**config.mk**
```make
export PLATFORM = sky130hd
export DESIGN_NAME = bf_tape_unit
export DESIGN_NICKNAME = d
export VERILOG_FILES = /design/src/rtl/bf_pkg.sv /design/src/rtl/bf_tape_unit.sv
export SDC_FILE = /design/constraint.sdc
export NUM_CORES = 1
export LEC_CHECK = 0
export CAP_MARGIN = 10
export CORE_MARGIN = 2
export CORE_UTILIZATION = 47
export DETAILED_ROUTE_END_ITERATION = 7
export PLACE_DENSITY = 0.82
export SYNTH_ARGS = -nofsm -noshare
export SYNTH_HDL_FRONTEND = slang
export SYNTH_SLANG_ARGS = --single-unit
```
**constraint.sdc**
```tcl
create_clock -name clk -period 5.02 [get_ports clk]
set_input_delay 0.753 -clock clk [delete_from_list [all_inputs] [get_ports clk]]
set_output_delay 0.753 -clock clk [all_outputs]
set_load 0.1 [all_outputs]
```
**src/rtl/bf_pkg.sv**
```systemverilog
// Shared op codes, FSM states and default widths for the Brainfuck processor.
package bf_pkg;

  localparam int unsigned BF_ADDR_W = 8;
  localparam int unsigned BF_DATA_W = 8;

  typedef enum logic [2:0] {
    OP_NOP   = 3'd0,
    OP_INC   = 3'd1,
    OP_DEC   = 3'd2,
    OP_RIGHT = 3'd3,
    OP_LEFT  = 3'd4,
    OP_OUT   = 3'd5,
    OP_IN    = 3'd6
  } op_t;

  typedef enum logic [1:0] {
    IDLE,
    WRITE,
    OUT_WAIT,
    IN_WAIT
  } state_t;

endpackage

```
**src/rtl/bf_tape_unit.sv**
```systemverilog
// Data-tape execution stage: owns the data pointer and executes + - > < . , against
// an asynchronous-read data memory, with valid/ready handshakes to control and console.
module bf_tape_unit
  import bf_pkg::*;
#(
  parameter int unsigned ADDR_W = BF_ADDR_W,
  parameter int unsigned DATA_W = BF_DATA_W
) (
  input  logic              clk,
  input  logic              rst_n,
  input  logic              op_valid_i,
  input  logic [2:0]        op_i,
  output logic              op_ready_o,
  output logic              cell_zero_o,
  output logic [ADDR_W-1:0] dp_o,
  output logic [ADDR_W-1:0] mem_raddr_o,
  input  logic [DATA_W-1:0] mem_rdata_i,
  output logic [ADDR_W-1:0] mem_waddr_o,
  output logic [DATA_W-1:0] mem_wdata_o,
  output logic              mem_load_o,
  output logic              out_valid_o,
  output logic [DATA_W-1:0] out_data_o,
  input  logic              out_ready_i,
  input  logic              in_valid_i,
  input  logic [DATA_W-1:0] in_data_i,
  output logic              in_ready_o
);

  state_t              state_q;
  logic [ADDR_W-1:0]   dp_q;
  logic [DATA_W-1:0]   res_q;
  logic [DATA_W-1:0]   out_data_q;
  logic                out_valid_q;
  logic                in_ready_q;
  logic                in_write;

  always_ff @(posedge clk or negedge rst_n) begin
    if (!rst_n) begin
      state_q     <= IDLE;
      dp_q        <= '0;
      res_q       <= '0;
      out_data_q  <= '0;
      out_valid_q <= 1'b0;
      in_ready_q  <= 1'b0;
    end else begin
      unique case (state_q)
        IDLE: begin
          if (op_valid_i) begin
            case (op_t'(op_i))
              OP_INC: begin
                res_q   <= mem_rdata_i + DATA_W'(1);
                state_q <= WRITE;
              end
              OP_DEC: begin
                res_q   <= mem_rdata_i - DATA_W'(1);
                state_q <= WRITE;
              end
              OP_RIGHT: dp_q <= dp_q + ADDR_W'(1);
              OP_LEFT:  dp_q <= dp_q - ADDR_W'(1);
              OP_OUT: begin
                out_data_q  <= mem_rdata_i;
                out_valid_q <= 1'b1;
                state_q     <= OUT_WAIT;
              end
              OP_IN: begin
                in_ready_q <= 1'b1;
                state_q    <= IN_WAIT;
              end
              default: ;  // NOP and undefined codes are consumed silently
            endcase
          end
        end
        WRITE: state_q <= IDLE;
        OUT_WAIT: begin
          if (out_ready_i) begin
            out_valid_q <= 1'b0;
            state_q     <= IDLE;
          end
        end
        IN_WAIT: begin
          if (in_valid_i) begin
            in_ready_q <= 1'b0;
            state_q    <= IDLE;
          end
        end
      endcase
    end
  end

  // Input bytes go straight to memory in the cycle they arrive, bypassing res_q.
  assign in_write    = (state_q == IN_WAIT) && in_valid_i;
  assign mem_load_o  = (state_q == WRITE) || in_write;
  assign mem_wdata_o = in_write ? in_data_i : res_q;
  assign mem_raddr_o = dp_q;
  assign mem_waddr_o = dp_q;
  assign dp_o        = dp_q;
  assign op_ready_o  = (state_q == IDLE);
  assign cell_zero_o = (mem_rdata_i == '0);
  assign out_valid_o = out_valid_q;
  assign out_data_o  = out_data_q;
  assign in_ready_o  = in_ready_q;

endmodule

```
# Yosys cells after proc, flatten, opt, wreduce, memory -nomap -nowiden
# Cells that the tools add are included.
# totals
register_bits	28
inputBits	24
# op_classes
add_sub_neg	4
eq_ne	15
n_mux	16
n_reduce_logical	15
# ops
op	n
$pmux 8 s2	2
$add 8x1->8 const B	2
$sub 8x1->8 const B	2
$reduce_and 4->1	3
$eq 3x3->1 const B	3
$reduce_and 3->1	3
$logic_not 8->1	1
$mux 8	1
$pmux 2 s4	1
$reduce_bool 2->1	4
$eq 3x2->1 const B	2
$mux 1	6
$mux 2	3
$ne 2x2->1 const B	3
$pmux 2 s3	1
$eq 2x2->1 const B	2
$ne 2x1->1 const B	2
$ne 4x2->1 const B	1
$pmux 1 s2	2
$eq 3x1->1 const B	1
$eq 2x1->1 const B	1
$logic_not 2->1	1
$reduce_or 2->1	1
$logic_and 1x1->1	1
$logic_or 1x1->1	1

# Logic depth before layout (Yosys ltp)
# Gate-level depths: netlist of run 1.
# logic_depth
word_depth	5
ltp_mapped	10
mapped_depth_nobuf	9

# Least setup slack after synthesis of run 1
# Ideal clock, no wire load.
# synth_timing
path_kind	input to output
from	input port mem_rdata_i[1]
to	output port cell_zero_o
t_arrival_ns	3.018
t_required_ns	4.267
path_slack_ns	1.249
path_stages	4
path_cell_list	clkbuf_1 > or4_1 > or4_4 > nor2_1
# synth_via
elab_chain_cells	1
# synth_lines
element	line_no	source
from (decl)	bf_tape_unit.sv:17	input logic [DATA_W-1:0] mem_rdata_i,
$logic_not 8->1	bf_tape_unit.sv:98	assign cell_zero_o = (mem_rdata_i == '0);
to (decl)	bf_tape_unit.sv:14	output logic cell_zero_o,
# No other way between the ends.

# Worst setup path after layout of run 1
# layout_timing
from	input port in_valid_i
to	output port mem_load_o
# layout_via
elab_chain_cells	2
# layout_lines
element	line_no	source
from (decl)	bf_tape_unit.sv:24	input logic in_valid_i,
$logic_and 1x1->1	bf_tape_unit.sv:91	assign in_write = (state_q == IN_WAIT) && in_valid_i;
$logic_or 1x1->1	bf_tape_unit.sv:92	assign mem_load_o = (state_q == WRITE) || in_write;
to (decl)	bf_tape_unit.sv:20	output logic mem_load_o,
# No other way between the ends.

==> impl_metrics.tcl, run 1 <==
set metrics [dict create \
    status "complete, no violations" \
    syn-num-nets 219 \
    syn_inst 187 \
    gp_congestion 0.853 \
    via_per_inst 5.16 \
    die_area_um2 4360 \
    synth-edff-count 0 \
    initial_core_util_pct 49.1 \
    antenna_cells 0 \
    crit_type "input pin to primary output" \
    clock-sinks 28 \
    holdBufCountCts 0 \
    io_pins 69 \
    cts_setup_buffers 0 \
    drive_gt1_share_pct 15.3 \
    synth_top_family_by_area "simple AND/OR/NAND/NOR gates" \
    cts_tree "built" \
    num_rows 22 \
    htreeDepth 1 \
    ant_nets 0 \
    worstPathArrival_ps 2710 \
    grt_usage_pct 18.1 \
    fmax_ghz 0.289 \
    rsz0062_at_grt "no" \
    worstSetupEndpointType "primary output" \
    antenna_found_initial 0 \
    fin_crit_ps 3460 \
    finalSetupTns_ps 0 \
    grt_pass1_wl_mm 6.11 \
    cp-start-kind "input pin" \
    cts_max_path_buffers 2 \
    yosysWarnings 0 \
    cts_resized 0 \
    layout_commonest_cell "clkdlybuf4s50_1" \
    synth_compound_area_share_pct 13.8 \
    detail_route.wirelength_mm 3.73 \
    first_pass_iters 4 \
    clock_skew_ps 1.82 \
    setup_viol 0 \
    ys_seq_area_share_pct 38.7 \
    syn_area_um2 1810 \
    synth_area_per_cell_um2 9.68 \
    cpMaxStageDelayCell "clkdlybuf4s50_1" \
    fin_nets 268 \
    die_h_um 66.1 \
    area_growth_pct 35.4 \
    grt.overflow.total 0 \
    grt_pass1_vias 1387 \
    yosys_most_used_dff "dfrtp_1" \
    holdWs_ps 484 \
    synthXorXnorAreaFrac_pct 6.29 \
    drtIter0Drc 50 \
    clockRootBuffer "clkbuf_8" \
    worst_slew_pin_slew_ps 980 \
    path_clk_slew_ps 100 \
    drcViolationCount 0 \
    grt_max_degree 29 \
    synth_fa_ha_area_share_pct 5.94 \
    layout_common_cells "59 x clkdlybuf4s50_1, 28 x dfrtp_1, 21 x nand2_1" \
    max-slew-margin-rel_pct 34.4 \
    dp_hpwl_mm 2.85 \
    die_w_um 66.1 \
    ys_types 41 \
    port_buffers 68 \
    vias 1459 \
    yosys.area_share.simple_pct 14.7 \
    synth_seq_cells 28 \
    post-route-period-util_pct 68.9 \
    clk_latency_ps 270 \
    crit_chain "clkdlybuf4s50_1, inv_1, a21boi_0, clkdlybuf4s50_1" \
    worst-path-max-fanout 5 \
    slew_viol_final 0 \
    cap_violations 0 \
    crit_required_ps 4270 \
    core-area_um2 3690 \
    cts_buffers 3 \
    crit_top_cell "clkdlybuf4s50_1" \
    slowest_delay_ps 1160 \
    async_flop_share_pct 100 \
    hold_viol 0 \
    wire_per_inst_um 13.2 \
    muxShareOfSynthArea_pct 11.1 \
    min_path_type "register to register" \
]
-- routing by layer --
layer | up-vias | track usage [%] | wire length (um)
met4 | 0 | 7.40 | 61
li1 | 738 | - | -
met5 | - | 0 | 0
met1 | 685 | 24.9 | 1800
met2 | 32 | 29.2 | 1700
met3 | 4 | 1.70 | 164
-- registers in the layout, summed over array words and instances, names as in the netlist --
signal and cells:
dp_o 8, out_data_o 8, res_q 8, state_q 2, in_ready_o 1, out_valid_o 1
-- cells in the mapped netlist, types with 2 or more instances --
library cell  instances  area, um2
nand4_1               5       31.3
or3b_1                2       17.5
buf_4                16        120
nand3_1               4       20.0
nand2_1              21       78.8
a31oi_1               3       18.8
a21oi_1               3       15.0
xnor2_1              10       87.6
nor2_1                6       22.5
o21ai_1               4       20.0
a21o_1                3       22.5
dfrtp_1              28        701
o31ai_1               2       15.0
mux2_2               17        191
o21ai_0              14       70.1
clkbuf_1              7       26.3
xor2_1                3       26.3
nor2b_1               2       12.5
ha_1                  7       87.6
inv_1                 4       15.0
buf_2                 2       10.0
nor3_1                3       15.0
o21a_1                3       22.5
-- logic make-up (layout without fill, tap and decap cells) --
group                    after synthesis  after routing
AND/OR/NAND/NOR                       52             52
flip-flops                            28             28
AO/OA/AOI/OAI                         39             39
buffers and inverters                 29             77
multiplexers                          18             18
XOR/XNOR                              13             13
adder cells (fa/ha/maj)                8              8
-- area by class of cell --
class	count	area (um2)
inverters	4	15.0
repair buffers	69	666
well taps	48	60.1
fillers	318	1240
clock buffers	3	41.3
flip-flops and latches	28	701
clock inverters	1	30.0
multi-input cells	130	938
-- per-stage QoR --
stage / utilization, % / instance area, um2 / setup slack [ps] / std cells
3_5_place_dp: 64.5 / 2380 / 1550 / 279
3_3_place_gp: 64.5 / 2380 / 1630 / 279
6_report: 66.5 / 2450 / 1560 / 283
5_1_grt: 66.5 / 2450 / 1500 / 283
2_1_floorplan: - / 1810 / 1250 / 187
4_1_cts: 66.5 / 2450 / 1540 / 283
-- worst paths after layout --
kind / slack [ps] / startpoint / to / cells past startpoint
hold reg to reg: 480 / out_valid_o / out_valid_o / 2
setup reg to reg: 3020 / dp_o[4] / dp_o[7] / 6
max in group asynchronous: 3920 / rst_n / state_q[1] / 2
hold / removal: 480 / out_valid_o / out_valid_o / 2
min in group asynchronous: 850 / rst_n / dp_o[4] / 2
setup / recovery: 1560 / in_valid_i / mem_load_o / 4
-- critical path: cells and delay by family --
family	cells	cell delay, ps
buf+inv	3	1750
compound gates	1	200
Power of run 1 is left out: the tool's default activity adds up to more than one toggle a clock period on the data nets, which glitch-free logic cannot reach.
==> run 2: changes to the inputs <==
--- a/config.mk
+++ b/config.mk
@@ -7,9 +7,9 @@
 export LEC_CHECK = 0
 export CAP_MARGIN = 10
 export CORE_MARGIN = 2
-export CORE_UTILIZATION = 47
+export CORE_UTILIZATION = 40
 export DETAILED_ROUTE_END_ITERATION = 7
-export PLACE_DENSITY = 0.82
+export PLACE_DENSITY = 0.74
 export SYNTH_ARGS = -nofsm -noshare
 export SYNTH_HDL_FRONTEND = slang
 export SYNTH_SLANG_ARGS = --single-unit
==> constraint.sdc (replaced) <==
create_clock -name clk -period 3.18 [get_ports clk]
set_input_delay 0.477 -clock clk [delete_from_list [all_inputs] [get_ports clk]]
set_output_delay 0.477 -clock clk [all_outputs]
set_load 0.1 [all_outputs]
==> impl_metrics.tcl, run 2 (same netlist as run 1, synthesis figures left out) <==
set metrics [dict create \
    holdWs_ps 485 \
    antenna_cells 0 \
    port_buffers 68 \
    hold_viol 0 \
    fin_crit_ps 2810 \
    crit_chain "clkdlybuf4s50_1, or4_1, or4_4, nor2_2, buf_12" \
    fin_area_um2 2510 \
    dp_hpwl_mm 3.07 \
    grt_pass1_wl_mm 6.49 \
    die_area_um2 5080 \
    htreeDepth 1 \
    dpl_cell_area_um2 2440 \
    antenna_found_initial 0 \
    cts_setup_buffers 0 \
    cp_num_buf_inv 2 \
    gp_congestion 0.842 \
    fin_nets 272 \
    drive_gt1_share_pct 31.8 \
    crit_required_ps 2700 \
    fmax_ghz 0.356 \
    slew_viol_final 0 \
    first_pass_iters 4 \
    clk_latency_ps 280 \
    post-route-period-util_pct 88.4 \
    grt_max_degree 29 \
    worst-path-max-fanout 7 \
    clock-sinks 28 \
    cpMaxStageDelayCell "clkdlybuf4s50_1" \
    cts_tree "built" \
    die_h_um 71.3 \
    io_pins 69 \
    worstPathArrival_ps 2330 \
    wire_per_inst_um 13.6 \
    path_clk_slew_ps 100 \
    critPathTopFamily "simple AND/OR/NAND/NOR gates" \
    layout_common_cells "40 x buf_4, 28 x dfrtp_1, 24 x clkdlybuf4s50_1" \
    cts_resized 0 \
    status "complete, no violations" \
    crit_type "input pin to primary output" \
    core-area_um2 4350 \
    grt_usage_pct 16.1 \
    cts_buffers 3 \
    clock_skew_ps 4.87 \
    cp-start-kind "input pin" \
    grt_pass1_vias 1304 \
    detail_route.wirelength_mm 3.97 \
    cts_max_path_buffers 2 \
    worst_slew_pin_slew_ps 966 \
    clockRootBuffer "clkbuf_8" \
    min_path_type "register to register" \
    rsz0062_at_grt "no" \
    layout_commonest_cell "buf_4" \
    setup_viol 0 \
    utilization_pct 57.7 \
    cap_violations 0 \
    vias 1471 \
    via_per_inst 5.05 \
    drtIter0Drc 41 \
    max-slew-margin-rel_pct 35.4 \
    slowest_delay_ps 530 \
    drcViolationCount 0 \
    num_rows 24 \
    initial_core_util_pct 41.6 \
    finalSetupTns_ps 0 \
    worstSetupEndpointType "primary output" \
    die_w_um 71.3 \
    area_growth_pct 38.8 \
    holdBufCountCts 0 \
    ant_nets 0 \
    grt.overflow.total 0 \
]
==> run 2: changes by cell type in the layout (fill, tap and decap cells not counted) <==
cell	delta
clkdlybuf4s50_1	-35
buf_4	+30
buf_12	+9
a21boi_0	-1
a21boi_1	+1
nor2_1	-1
nor2_2	+1
==> run 2: per-stage QoR <==
step | worst slack [ps] | std cells
finish | 370 | 291
global route | 289 | 291
CTS | 370 | 291
floorplan | 145 | 187
detailed placement | 278 | 287
global placement | 363 | 287
==> run 2: area by class of cell <==
cell class | count | area, um2
inverter | 4 | 15.0
tap | 52 | 65.1
multi-input combinational | 130 | 941
timing repair buffer | 73 | 721
clock inverter | 1 | 30.0
sequential | 28 | 701
fill | 375 | 1840
clock buffer | 3 | 41.3
==> run 2: worst paths after layout <==
path	cells after the start	from	slack, ps	endpoint
max	5	mem_rdata_i[2]	370	cell_zero_o
min	2	res_q[3]	480	res_q[3]
max reg2reg	6	dp_o[4]	1180	dp_o[7]
min reg2reg	2	res_q[3]	480	res_q[3]
max in group asynchronous	2	rst_n	2370	dp_o[5]
min in group asynchronous	2	rst_n	550	dp_o[4]
==> run 2: layer usage <==
metal  part of all wire (%)  routed length [um]  up-vias  global-route usage [%]
met2                     47                1850       34                    25.4
met3                    4.4                 174        5                    1.97
met1                     47                1870      686                    22.6
met5                      0                   0        -                       0
met4                    1.8                  70        0                    6.29
li1                       -                   -      746                       -
==> run 2: worst min-delay path, cell delays in order, from the launching register on <==
cell and delay, ps:
dfrtp_1 350, nand2_1 40, o21ai_0 60
Power of run 2 is left out for the same reason.
